[src/rtl/csh_sweep_ctl.sv]
// Full-cache sweep sequencer: walks every line/way pair, looks up its status
// and issues writeback and/or valid-clear operations as selected by func.
module csh_sweep_ctl #(
    parameter int LINES = 128,
    parameter int WAYS  = 4,
    parameter int CNTW  = 10
) (
    input  logic                       clk,
    input  logic                       CROBAR,
    input  logic                       start,
    input  logic [1:0]                 func,
    input  logic                       abort,
    output logic                       busy,
    output logic                       done,
    output logic [$clog2(LINES)-1:0]   line_adr,
    output logic [$clog2(WAYS)-1:0]    way,
    output logic                       look_req,
    input  logic                       look_ack,
    input  logic                       st_valid,
    input  logic                       st_written,
    output logic                       wb_req,
    input  logic                       wb_ack,
    output logic                       clr_val,
    output logic [CNTW-1:0]            wb_count
);

    localparam int LW = $clog2(LINES);
    localparam int WW = $clog2(WAYS);

    localparam logic [LW-1:0] LINE_LAST = LW'(LINES - 1);
    localparam logic [WW-1:0] WAY_LAST  = WW'(WAYS - 1);

    typedef enum logic [2:0] {
        IDLE,
        LOOK,
        DECIDE,
        WB,
        CLR,
        NEXT,
        DONE
    } state_t;

    state_t     state;
    state_t     state_nxt;

    logic [1:0] func_q;
    logic       valid_q;
    logic       written_q;
    logic       abort_pend;
    logic       last_way;
    logic       last_line;
    logic       sweep_go;

    assign last_way  = (way == WAY_LAST);
    assign last_line = (line_adr == LINE_LAST);
    // abort beats start when both arrive together in IDLE
    assign sweep_go  = start && !abort;

    // NOTE: sequential state uses non-blocking assignments so every register
    // samples the pre-edge values, independent of statement order.
    always_ff @(posedge clk) begin
        if (CROBAR) begin
            state <= IDLE;
        end else begin
            state <= state_nxt;
        end
    end

    // NOTE: every output of this block gets a default first, so no path
    // through the case statement can leave a signal unassigned (no latches).
    always_comb begin
        state_nxt = state;
        busy      = 1'b1;
        done      = 1'b0;
        look_req  = 1'b0;
        wb_req    = 1'b0;
        clr_val   = 1'b0;

        case (state)
            IDLE: begin
                busy = 1'b0;
                if (sweep_go) begin
                    state_nxt = LOOK;
                end
            end

            LOOK: begin
                look_req = 1'b1;
                if (abort) begin
                    state_nxt = IDLE;
                end else if (look_ack) begin
                    state_nxt = DECIDE;
                end
            end

            DECIDE: begin
                if (abort) begin
                    state_nxt = IDLE;
                end else if (func_q[1] && valid_q && written_q) begin
                    state_nxt = WB;
                end else if (func_q[0] && valid_q) begin
                    state_nxt = CLR;
                end else begin
                    state_nxt = NEXT;
                end
            end

            // An abort seen during the writeback only takes effect once the
            // writeback has been acknowledged.
            WB: begin
                wb_req = 1'b1;
                if (wb_ack) begin
                    if (abort || abort_pend) begin
                        state_nxt = IDLE;
                    end else if (func_q[0]) begin
                        state_nxt = CLR;
                    end else begin
                        state_nxt = NEXT;
                    end
                end
            end

            CLR: begin
                clr_val   = 1'b1;
                state_nxt = abort ? IDLE : NEXT;
            end

            NEXT: begin
                if (abort) begin
                    state_nxt = IDLE;
                end else if (last_way && last_line) begin
                    state_nxt = DONE;
                end else begin
                    state_nxt = LOOK;
                end
            end

            DONE: begin
                done      = 1'b1;
                state_nxt = IDLE;
            end

            default: begin
                busy      = 1'b0;
                state_nxt = IDLE;
            end
        endcase
    end

    always_ff @(posedge clk) begin
        if (CROBAR) begin
            func_q     <= 2'b00;
            valid_q    <= 1'b0;
            written_q  <= 1'b0;
            abort_pend <= 1'b0;
            line_adr   <= '0;
            way        <= '0;
            wb_count   <= '0;
        end else begin
            case (state)
                IDLE: begin
                    abort_pend <= 1'b0;
                    if (sweep_go) begin
                        func_q   <= func;
                        line_adr <= '0;
                        way      <= '0;
                        wb_count <= '0;
                    end
                end

                LOOK: begin
                    if (look_ack) begin
                        valid_q   <= st_valid;
                        written_q <= st_written;
                    end
                end

                WB: begin
                    if (abort) begin
                        abort_pend <= 1'b1;
                    end
                    if (wb_ack) begin
                        wb_count   <= wb_count + CNTW'(1);
                        abort_pend <= 1'b0;
                    end
                end

                // The final entry leaves line_adr/way on LINES-1/WAYS-1.
                NEXT: begin
                    if (!abort && !(last_way && last_line)) begin
                        if (last_way) begin
                            way      <= '0;
                            line_adr <= line_adr + LW'(1);
                        end else begin
                            way      <= way + WW'(1);
                        end
                    end
                end

                default: begin
                end
            endcase
        end
    end

endmodule

[config.mk]
export PLATFORM = sky130hd
export DESIGN_NAME = csh_sweep_ctl
export DESIGN_NICKNAME = d
export VERILOG_FILES = /design/src/rtl/csh_sweep_ctl.sv
export SDC_FILE = /design/constraint.sdc
export NUM_CORES = 1
export LEC_CHECK = 0
export BUFFER_PORTS_ARGS = -buffer_cell sky130_fd_sc_hd__buf_4
export CAP_MARGIN = 20
export CORE_MARGIN = 2
export CORE_UTILIZATION = 45
export DETAILED_ROUTE_END_ITERATION = 12
export HOLD_SLACK_MARGIN = 0.03
export PLACE_DENSITY = 0.68
export SETUP_SLACK_MARGIN = 0.05
export SYNTH_ARGS = -nofsm -noshare
export SYNTH_HDL_FRONTEND = slang
export SYNTH_SLANG_ARGS = --single-unit
[constraint.sdc]
create_clock -name clk -period 2.2 [get_ports clk]
set_input_delay 0.11 -clock clk [delete_from_list [all_inputs] [get_ports clk]]
set_output_delay 0.11 -clock clk [all_outputs]
set_load 0.01 [all_outputs]
* Word level (Yosys, flattened, before mapping)
Cells that the tools add are included.
** Word-level totals
- Output and inout port bits :: 24
- Logic and storage cells :: 77
- Register bits after elaboration :: 27
- Input port bits :: 10
** Operators by class
- Eq/ne operators :: 14
- $add $sub $neg :: 3
- Reduce and logical (&&, ||, !) cells :: 20
- Mux-type cells :: 32
** Operator list (number)
- 2-to-1 mux 3 bit :: 10
- 2-to-1 mux 7 bit :: 3
- 2-to-1 mux 10 bit :: 2
- case mux 10 bit (2 select lines) :: 1
- case mux 3 bit (6 select lines) :: 1
- case mux 7 bit (2 select lines) :: 1
- adder 10 x 1 -> 10 bit (second input constant) :: 1
- equality test 3 bit (second input constant) :: 3
- 2-to-1 mux 1 bit :: 9
- AND reduction 3 bit :: 3
- != test 2 bit (second input constant) :: 4
- adder 7 x 1 -> 7 bit (second input constant) :: 1
- equality test 7 bit (second input constant) :: 1
- equality test 3 x 2 -> 1 bit (second input constant) :: 2
- logical AND 1 bit :: 6
- 2-to-1 mux 2 bit :: 3
- != test 3 bit (second input constant) :: 2
- AND reduction 2 bit :: 3
- OR reduction 6 bit :: 1
- case mux 2 bit (2 select lines) :: 1
- AND reduction 4 bit :: 1
- nonzero test 2 bit :: 2
- equality test 3 x 1 -> 1 bit (second input constant) :: 1
- logical NOT 3 bit :: 1
- other kinds (5) :: 6

* Depth between registers and ports, before layout
Gate-level depths: netlist (run 1).
- Depth in word-level cells :: 6
- Depth in mapped cells :: 6
- Depth with buffers taken out :: 5

* Worst setup path after synthesis (run 1)
No wires, ideal clock.
- Kind :: register to register
- Start point :: reg state[0]
- End point :: reg wb_count[8]
- Path slack :: 0.459 ns
- Setup time :: 0.116 ns
- Buffers on the path :: 2
- Data required time :: 2.084 ns
- Arrival :: 1.626 ns
- Cell stages (with the launch flop) :: 7
- Clock period less this slack :: 1.741 ns
- Cells stage by stage :: dfxtp_1 -> buf_6 -> or4b_4 -> buf_6 -> a2111oi_2 -> xnor2_1 -> nor2_2
** On the way
- Cells in the longest elaborated chain, start to end :: 3
- Elaborated cells on any way between the ends :: 7
- Those cells by class :: eq/ne: 3; mux: 1; reduce/logical: 3
** Ends and longest elaborated chain
- from (decl) :: RTL line 43 : state_t state;
- from (signal assigned) :: RTL line 65 : state <= state_nxt;
- equality test 3 x 2 -> 1 bit / logical NOT 3 bit (equally long branches) :: RTL line 160 : case (state)
- != test 2 bit (no line) / nonzero test 2 bit (equally long branches)
- AND reduction 3 bit (no line)
- to (signal assigned) :: RTL line 183 : wb_count <= wb_count + CNTW'(1);
- to (decl) :: RTL line 24 : output logic [CNTW-1:0] wb_count
Parallel ways exist; a longest one is shown, timed or not.
A chain may end at the register's enable or synchronous reset.

* Worst setup path in the final report (run 1)
- Start point :: reg state[1]
- End point :: reg wb_count[9]
The elaborated chain is that of the path after synthesis.

==> metrics.yaml, run 1 <==
grt_max_degree: 19
insertion_delay_ps: 330
synth_cell_types: 44
ir_drop_mv: 0.214
synth_compound_gate_area_share_pct: 21.9
power.density_mw_per_mm2: 456
rows: 21
timing.setup.tns_ps: 0
reg2reg_setup_slack_ps: 290
layout_common_cells: "buf_4, dfxtp_1, nand2_1"
yosysTopAreaCell: "dfxtp_1"
final_nets: 230
synthArstFlopShare_pct: 0
maxSlewHeadroom_pct: 63.4
drc: 0
fp.dieH_um: 62.0
portBuffers: 33
fin_area_mm2: 0.00186
slew_viol_final: 0
worst_slack_ps: 293
htree_levels: 1
synth_xor_area_share_pct: 4.62
num_vias: 1480
synth-seq-cells: 27
hold_viol: 0
syn_area_mm2: 0.00152
netlist_instances: 182
min-delay-path-class: "input pin to flip-flop"
r2r_start: "state[1]$_SDFFE_PP0P_"
crit_path_end_kind: "flip-flop"
finalCriticalPeriod_ps: 1910
numClockSinks: 27
ys_seq_area_share_pct: 35.7
nFillCells: 324
detailed_place_hpwl_um: 2690
cts_tree: "done"
finalSetupViolations: 0
finalClockSkew_ps: 4.54
drt-vias-per-instance: 5.65
min_from: "CROBAR"
grt-ovfl-total: 0
wl_per_cell_um: 13.5
drive_above_1_share_pct: 23.1
worst_pin_slew_ps: 543
track_usage_pct: 20.1
cts_buffers: 3
post_cts_resized: 0
cp.arrival_ps: 2140
max_cap_viol_count: 0
fmax_ghz: 0.524
syn_to_final_growth_pct: 22.5
ant_nets: 0
syn_area_per_cell_um2: 8.33
die_area_mm2: 0.00385
gp_congestion: 0.797
synthFlopType: "dfxtp_1"
critPathLaunch: "state[1]$_SDFFE_PP0P_"
first_pass_iters: 4
startpoint_type: "flip-flop"
synth_top_family_by_area: "simple AND/OR/NAND/NOR gates"
synth_edf_count: 0
num_antenna_cells: 0
outcome: "finished clean"
place_ws_ps: 318
critPathRequiredTime_ps: 2430
synth_top_cell_area_share_pct: 35.7
drtIter0Drc: 104
grt_pass1_vias: 1339
path_class: "flip-flop to flip-flop"
clk_pin_slew_worst_paths_ps: 150
synth_fp_nets: 195
wl_um: 3540
synth_area_leaders: "dfxtp_1, xnor2_1, nand2_1"
place_area_mm2: 0.00179
dieWidth_um: 62.0
yosys_warnings: 0
ios: 34
grt_pass1_wl_um: 5860
clk_path_buf_depth: 2
yosys.area_share.simple_pct: 27.7
antenna_found_initial: 0
post_cts_buffers: 0
rsz0062_at_grt: "no"
synthAdderAreaFrac_pct: 3.14
synthMuxAreaShare_pct: 2.64
start_util_pct: 46.1
core_mm2: 0.00328
cp_max_fo: 12
root_buffer: "clkbuf_4"
final_common_cell: "buf_4"
p_leak_nw: 0.675
timing.final.crit_share_pct: 86.7
## stage by stage
step                power, mW  util [%]  hold slack, ps  instances
global route            0.885      56.5            36.4        262
CTS                     0.852      56.5            31.9        262
detailed placement      0.630      54.5             356        254
global placement        0.628      54.5             348        254
floorplan               0.594         -             257        182
finish                  0.847      56.5            39.2        262
## worst max-delay path, cell delays in order, from the launching register on
cell       delay, ps
dfxtp_1          570
buf_4            240
nand3_1          320
a2111oi_2        440
xnor2_1          180
nor2_2            50
## repair_timing
| item | 4_1_cts | 5_1_grt |
|---|---|---|
| endpoints found under the hold margin | 4 | 0 |
| endpoints found under the setup margin | 0 | 0 |
| hold buffers | 4 | 0 |
## Yosys cell counts, drive strengths merged, types with 2 or more instances
| master | instances |
|---|---|
| nand4 | 4 |
| a22oi | 2 |
| o32ai | 2 |
| ha | 3 |
| nand2 | 18 |
| nor2b | 2 |
| a21oi | 13 |
| xnor2 | 8 |
| a211oi | 4 |
| or2 | 2 |
| nor2 | 20 |
| nor3 | 2 |
| a2111oi | 3 |
| a21o | 2 |
| a31oi | 5 |
| nand3 | 12 |
| nand2b | 9 |
| mux2i | 4 |
| a21boi | 2 |
| clkbuf | 7 |
| buf | 3 |
| and4bb | 2 |
| o21ai | 6 |
| dfxtp | 27 |
| inv | 3 |
## registers in the layout, summed over array words and instances (netlist names)
| name | flops |
|---|---|
| written_q | 1 |
| wb_count | 10 |
| line_adr | 7 |
| valid_q | 1 |
| abort_pend | 1 |
| state | 3 |
| way | 2 |
| func_q | 2 |
## layout make-up
type	count	area, µm²	area share, %
multi-input combinational	142	910	49.0
sequential	27	541	29.1
timing repair buffer	40	310	16.7
tap	46	57.6	3.10
clock buffer	4	26.3	1.42
inverter	3	11.3	0.607
## cells by family (layout without fill, tap and decap cells)
family                   count (synthesis)  in the layout
AO/OA/AOI/OAI                           47             47
AND/OR/NAND/NOR                         79             79
multiplexers                             4              4
flip-flops                              27             27
XOR/XNOR                                 8              8
adder cells (fa/ha/maj)                  4              4
buffers and inverters                   13             47
## path summary, 6_finish.rpt
path / endpoint / cells after the start
setup / recovery: wb_count[9]$_SDFFE_PP0P_ / 5
hold / removal: func_q[0]$_SDFFE_PP0P_ / 2
setup reg to reg: wb_count[9]$_SDFFE_PP0P_ / 5
hold reg to reg: func_q[1]$_SDFFE_PP0P_ / 2
## routing by layer
metal	GRT usage, %	part of all wire, %	vias up
li1	-	-	735
met4	7.29	1.2	0
met3	2.48	4.5	4
met5	0	0	-
met1	27.4	45	694
met2	32.4	49	47
## where the power goes
group | total (mW) | leakage [nW] | switching, mW | internal [mW]
registers | 0.511 | 0.218 | 0.0141 | 0.497
logic | 0.114 | 0.442 | 0.0608 | 0.0536
clock network | 0.221 | 0.0150 | 0.150 | 0.0712
total | 0.847 | 0.675 | 0.225 | 0.622
Note: power is estimated with default switching activity, not from simulation.
==> inputs of run 2 (changes only) <==
ABC_AREA = 1   (was default)
==> run 2 against run 1 <==
Net effect: cell count is 22% higher; via count is 5.1% higher; count of clock-buffer cells in the layout is 1 lower; synthesized cell count is 32% higher; utilization is 0.059 points lower; synthesized area is 5.0% higher; routed wire length is 5.6% lower; critical path type unchanged; critical path depth is 4 higher.
==> metrics.yaml, run 2 <==
outcome: "finished clean"  # unchanged
p_int_mw: 0.680  # was 0.622 mW
gp_congestion: 0.822  # was 0.797
max_cap_viol_count: 0  # unchanged
insertion_delay_ps: 320  # was 330 ps
path_class: "flip-flop to flip-flop"  # unchanged
num_vias: 1555  # was 1480
timing.setup.tns_ps: 0  # unchanged
die_area_mm2: 0.00403  # was 0.00385 mm²
cts_tree: "done"  # unchanged
startpoint_type: "flip-flop"  # unchanged
synth_top_cell_area_share_pct: 34.0  # was 35.7%
ir_drop_mv: 0.360  # was 0.214 mV
worst_hold_slack_ps: 28.8  # was 39.2 ps
largest_registers: "wb_count (10), line_adr (7), state (3)"  # unchanged
pwr-share-comb_pct: 22.9  # was 13.5%
min-delay-path-class: "input pin to flip-flop"  # unchanged
crit_path_end_kind: "flip-flop"  # unchanged
numClockSinks: 27  # unchanged
synth-seq-cells: 27  # unchanged
track_usage_pct: 17.5  # was 20.1%
utilization_pct: 56.4  # was 56.5%
yosysTopAreaCell: "dfxtp_1"  # unchanged
antenna_found_initial: 0  # unchanged
synthFlopType: "dfxtp_1"  # unchanged
power.density_mw_per_mm2: 526  # was 456 mW/mm²
synthArstFlopShare_pct: 0  # unchanged
seq_power_share_pct: 55.1  # was 60.4%
root_buffer: "clkbuf_4"  # unchanged
rsz0062_at_grt: "no"  # unchanged
grt-ovfl-total: 0  # unchanged
worst_slack_ps: 618  # was 293 ps
syn_to_final_growth_pct: 19.3  # was 22.5%
drtIter0Drc: 92  # was 104
cts_buffers: 3  # unchanged
fp.dieH_um: 63.5  # was 62.0 µm
multi_input_area_um2: 903  # was 910 µm²
wl_per_cell_um: 10.5  # was 13.5 µm
largest_reg_flops: 10  # unchanged
netlist_instances: 240  # was 182
r2r_start: "line_adr[0]$_SDFFE_PP0P_"  # was state[1]$_SDFFE_PP0P_
htree_levels: 1  # unchanged
synth_edf_count: 0  # unchanged
ys_seq_area_share_pct: 34.0  # was 35.7%
maxSlewHeadroom_pct: 69.8  # was 63.4%
finalCriticalPeriod_ps: 1580  # was 1910 ps
fmax_ghz: 0.632  # was 0.524 GHz
pwr-share-clk_pct: 22.0  # was 26.1%
rows: 21  # unchanged
switching_share_pct: 31.9  # was 26.6%
cp_slowest_stage_delay_ps: 450  # was 570 ps
drc: 0  # unchanged
seqCellArea_um2: 541  # unchanged
syn_area_mm2: 0.00159  # was 0.00152 mm²
detailed_place_hpwl_um: 2550  # was 2690 µm
hold_path_end: "written_q$_SDFFE_PP0P_"  # was func_q[0]$_SDFFE_PP0P_
ant_nets: 0  # unchanged
synth_cell_types: 30  # was 44
hold_viol: 0  # unchanged
ios: 34  # unchanged
slowest_stage: "dfxtp_1"  # unchanged
start_util_pct: 47.3  # was 46.1%
r2r-end: "line_adr[4]$_SDFFE_PP0P_"  # was wb_count[9]$_SDFFE_PP0P_
total_power_mw: 0.998  # was 0.847 mW
final_nets: 287  # was 230
critPathRequiredTime_ps: 2470  # was 2430 ps
core_mm2: 0.00336  # was 0.00328 mm²
post_cts_buffers: 0  # unchanged
synth_fp_nets: 253  # was 195
grt_pass1_vias: 1277  # was 1339
hold-path-cell-count: 3  # was 2
syn_area_per_cell_um2: 6.63  # was 8.33 µm²
layout_common_cells: "nand2_1, buf_4, nor2_1"  # was buf_4, dfxtp_1, nand2_1
finalClockSkew_ps: 2.78  # was 4.54 ps
first_pass_iters: 4  # unchanged
place_ws_ps: 647  # was 318 ps
synth_common_cells: "nand2_1, nor2_1, dfxtp_1"  # was dfxtp_1, nand2_1, nor2_1
clk_pin_slew_worst_paths_ps: 150  # about the same
min_from: "st_written"  # was CROBAR
num_antenna_cells: 0  # unchanged
drive_above_1_share_pct: 20.1  # was 23.1%
cp_max_fo: 15  # was 12
yosys_warnings: 0  # unchanged
reg2reg_depth: 9  # was 5
slew_viol_final: 0  # unchanged
timing.final.crit_share_pct: 71.9  # was 86.7%
synth_area_leaders: "dfxtp_1, nand2_1, nand3_1"  # was dfxtp_1, xnor2_1, nand2_1
p_leak_nw: 0.891  # was 0.675 nW
yosysMostFrequentCell: "nand2_1"  # was dfxtp_1
final_common_cell: "nand2_1"  # was buf_4
drt-vias-per-instance: 4.87  # was 5.65
clk_path_buf_depth: 2  # unchanged
wl_um: 3340  # was 3540 µm
dieWidth_um: 63.5  # was 62.0 µm
p_sw_mw: 0.318  # was 0.225 mW
portBuffers: 33  # unchanged
nFillCells: 367  # was 324
grt_pass1_wl_um: 5730  # was 5860 µm
grt_max_degree: 16  # was 19
finalSetupViolations: 0  # unchanged
reg2reg_setup_slack_ps: 620  # was 290 ps
worst_pin_slew_ps: 452  # was 543 ps
largest-register: "wb_count"  # unchanged
cp_cell_sequence: "ha_1, nand3_1, inv_1, nand3_1, nand2_2, nand2_4, nand2_1, nand2_1, a21oi_1"  # was buf_4, nand3_1, a2111oi_2, xnor2_1, nor2_2
cp.arrival_ps: 1850  # was 2140 ps
==> run 2: changes by cell type after synthesis, moves of 4 or more <==
cell,before,now
nand2_2,0,4
nand2b_1,9,0
a31oi_1,5,0
nand3_1,12,26
a211oi_1,4,0
nand2_1,18,61
xnor2_1,8,1
nor2_1,17,28
mux2i_1,4,0
clkbuf_1,7,2
o21ai_0,6,10
a21oi_1,13,20
inv_1,3,24
==> run 2: worst max-delay path by stage <==
stage	start	end	slack (ps)
final	line_adr[0]$_SDFFE_PP0P_	line_adr[4]$_SDFFE_PP0P_	620
after global placement	line_adr[0]$_SDFFE_PP0P_	line_adr[4]$_SDFFE_PP0P_	700
after floorplan	line_adr[0]$_SDFFE_PP0P_	line_adr[2]$_SDFFE_PP0P_	700
after global routing	line_adr[0]$_SDFFE_PP0P_	line_adr[4]$_SDFFE_PP0P_	400
after detailed placement	line_adr[0]$_SDFFE_PP0P_	line_adr[4]$_SDFFE_PP0P_	650
after CTS	line_adr[0]$_SDFFE_PP0P_	line_adr[4]$_SDFFE_PP0P_	620
==> run 2: cells by family after synthesis <==
logic type	Yosys count	synth area share (%)
AO/OA/AOI/OAI	36	12.2
AND/OR/NAND/NOR	139	41.1
buffers and inverters	33	9.28
adder cells (fa/ha/maj)	3	2.36
XOR/XNOR	2	1.10
flip-flops	27	34.0
==> run 2: worst max-delay path, delay by kind of cell (launching register included) <==
kind	cells	cell delay, ps
and+or+nand+nor	6	650
buffers and inverters	1	110
AOI/OAI and AO/OA	1	110
DFF	1	450
adders and majority gates	1	210
==> run 2: through the flow <==
step	instance area, µm²	std cells
3_5_place_dp	1850	313
5_1_grt	1900	319
3_3_place_gp	1850	313
6_report	1900	319
2_1_floorplan	1590	240
4_1_cts	1900	319
==> run 2: power groups by stage <==
stage | combinational (mW) | clock (mW) | sequential (mW)
2_1_floorplan | 0.167 | 0 | 0.551
3_3_place_gp | 0.225 | 0 | 0.560
3_5_place_dp | 0.225 | 0 | 0.561
4_1_cts | 0.229 | 0.225 | 0.550
5_1_grt | 0.256 | 0.246 | 0.555
6_report | 0.229 | 0.220 | 0.550
==> run 2: metal layers <==
metal,GRT usage (%),up-vias,routed length [µm]
li1,-,850,-
met4,4.08,0,24
met5,0,-,0
met3,3.04,2,114
met2,27.6,27,1500
met1,24.8,676,1700
==> run 2: area by class of cell <==
| class | instances | area share, % |
|---|---|---|
| multi-input cells | 180 | 47.6 |
| flip-flops and latches | 27 | 28.5 |
| repair buffers | 35 | 14.1 |
| inverters | 27 | 5.34 |
| well taps | 46 | 3.03 |
| clock buffers | 3 | 1.19 |
| clock inverters | 1 | 0.264 |
==> run 2: timing repair <==
action	in CTS	in global routing
endpoints found under the hold margin	9	0
gates resized for setup	0	0
hold buffers	2	0
==> inputs of run 3 (changes only) <==
clock period = 1.6 ns   (was 2.2 ns; I/O delays follow)
==> run 3 against run 2 <==
Net effect: combinational power up 48%; clock power up 36%; cell count up 2.2%; critical path depth down 1; design area up 4.9%; critical path type unchanged.
==> metrics.yaml, run 3 (synthesis results as in run 2) <==
finalCriticalPeriod_ps: 1410  # was 1580 ps
rows: 21  # unchanged
wl_per_cell_um: 10.5  # about the same
timing.final.crit_share_pct: 88.3  # was 71.9%
largest_reg_flops: 10  # unchanged
path_class: "flip-flop to flip-flop"  # unchanged
cp_max_fo: 15  # unchanged
startpoint_type: "flip-flop"  # unchanged
slowest_stage: "dfxtp_1"  # unchanged
fmax_ghz: 0.708  # was 0.632 GHz
worst_pin_slew_ps: 262  # was 452 ps
min_from: "wb_ack"  # was st_written
ios: 34  # unchanged
htree_levels: 1  # unchanged
cts_tree: "done"  # unchanged
syn_to_final_growth_pct: 25.2  # was 19.3%
critPathRequiredTime_ps: 1870  # was 2470 ps
grt_pass1_vias: 1330  # was 1277
gp_congestion: 0.832  # was 0.822
first_pass_iters: 4  # unchanged
maxSlewHeadroom_pct: 82.5  # was 69.8%
final_common_cell: "nand2_1"  # unchanged
r2r-end: "line_adr[4]$_SDFFE_PP0P_"  # unchanged
dieWidth_um: 63.5  # unchanged
cp.arrival_ps: 1680  # was 1850 ps
clk_path_buf_depth: 2  # unchanged
num_antenna_cells: 0  # unchanged
detailed_place_hpwl_um: 2630  # was 2550 µm
track_usage_pct: 18.2  # was 17.5%
portBuffers: 33  # unchanged
max_cap_viol_count: 0  # unchanged
min-delay-path-class: "input pin to flip-flop"  # unchanged
r2r_start: "line_adr[4]$_SDFFE_PP0P_"  # was line_adr[0]$_SDFFE_PP0P_
ant_nets: 0  # unchanged
finalSetupViolations: 0  # unchanged
finalClockSkew_ps: 12.9  # was 2.78 ps
ir_drop_mv: 0.384  # was 0.360 mV
fp.dieH_um: 63.5  # unchanged
p_leak_nw: 0.922  # was 0.891 nW
rsz0062_at_grt: "no"  # unchanged
hold-path-cell-count: 4  # was 3
hold_viol: 0  # unchanged
largest_registers: "wb_count (10), line_adr (7), state (3)"  # unchanged
insertion_delay_ps: 320  # about the same
drive_above_1_share_pct: 24.3  # was 20.1%
power.density_mw_per_mm2: 701  # was 526 mW/mm²
numClockSinks: 27  # unchanged
grt_pass1_wl_um: 5890  # was 5730 µm
total_power_mw: 1.40  # was 0.998 mW
hold_path_end: "abort_pend$_SDFFE_PP0P_"  # was written_q$_SDFFE_PP0P_
antenna_found_initial: 0  # unchanged
nFillCells: 342  # was 367
clk_pin_slew_worst_paths_ps: 160  # was 150 ps
root_buffer: "clkbuf_4"  # unchanged
cts_buffers: 3  # unchanged
reg2reg_setup_slack_ps: 190  # was 620 ps
cp_cell_sequence: "nand2_1, nor2_1, nand3_1, nand2_2, nand2_8, nand2_2, nand2_1, a21oi_1"  # was ha_1, nand3_1, inv_1, nand3_1, nand2_2, nand2_4, nand2_1, nand2_1, a21oi_1
grt-ovfl-total: 0  # unchanged
slew_viol_final: 0  # unchanged
die_area_mm2: 0.00403  # unchanged
crit_path_end_kind: "flip-flop"  # unchanged
cp_slowest_stage_delay_ps: 440  # was 450 ps
reg2reg_depth: 8  # was 9
wl_um: 3420  # was 3340 µm
largest-register: "wb_count"  # unchanged
grt_max_degree: 17  # was 16
layout_common_cells: "nand2_1, buf_4, nor2_1"  # unchanged
start_util_pct: 47.3  # unchanged
drc: 0  # unchanged
drt-vias-per-instance: 4.86  # was 4.87
timing.setup.tns_ps: 0  # unchanged
outcome: "finished clean"  # unchanged
drtIter0Drc: 72  # was 92
final_nets: 294  # was 287
num_vias: 1584  # was 1555
core_mm2: 0.00336  # unchanged
run 3: critical path: cells and delay by family, from the launching register on:
family           cells  cell delay (ps)
flip-flops           1              440
AND/OR/NAND/NOR      7              790
AO/OA/AOI/OAI        1              120
run 3: power breakdown:
group / switching [mW] / internal, mW
registers: 0.0457 / 0.713
clock network: 0.205 / 0.0953
logic: 0.190 / 0.148
run 3: per-layer routing:
layer  routed length, µm  global-route usage, %
met3                 109                   2.68
met2                1590                   29.2
met5                   0                      0
met1                1690                   25.3
met4                  22                   4.89
run 3: worst max-delay path by stage:
stage,end,slack (ps),from,cells past startpoint
finish,line_adr[4]$_SDFFE_PP0P_,190,line_adr[4]$_SDFFE_PP0P_,8
global route,line_adr[3]$_SDFFE_PP0P_,60,line_adr[1]$_SDFFE_PP0P_,9
CTS,wb_count[5]$_SDFFE_PP0P_,90,state[0]$_SDFFE_PP0P_,6
detailed placement,wb_count[9]$_SDFFE_PP0P_,100,state[0]$_SDFFE_PP0P_,6
global placement,wb_count[9]$_SDFFE_PP0P_,140,state[0]$_SDFFE_PP0P_,6
floorplan,line_adr[2]$_SDFFE_PP0P_,100,line_adr[0]$_SDFFE_PP0P_,9
run 3: repair_timing:
item                                    CTS  global route
endpoints found under the hold margin    11             0
endpoints found under the setup margin    0            22
gates resized for setup                   0            11
hold buffers                              4             0
buffers inserted                          0             1
run 3: area by class of cell:
class	instances	area (µm²)	share of cell area, %
clock buffers	3	22.5	1.13
clock inverters	1	7.51	0.377
inverters	27	101	5.09
multi-input cells	180	932	46.8
flip-flops and latches	27	546	27.4
well taps	46	57.6	2.89
repair buffers	42	325	16.3
run 3: through the flow:
| stage | hold slack (ps) | setup WS [ps] | utilization, % | area (µm²) | std cells |
|---|---|---|---|---|---|
| after floorplan | 243 | 105 | - | 1590 | 240 |
| after global placement | 332 | 143 | 55.9 | 1880 | 317 |
| after detailed placement | 333 | 96.9 | 55.9 | 1880 | 317 |
| after CTS | 36.3 | 87.6 | 58.0 | 1950 | 325 |
| after global routing | 40.8 | 59.4 | 59.2 | 1990 | 326 |
| final | 39.0 | 187 | 59.2 | 1990 | 326 |
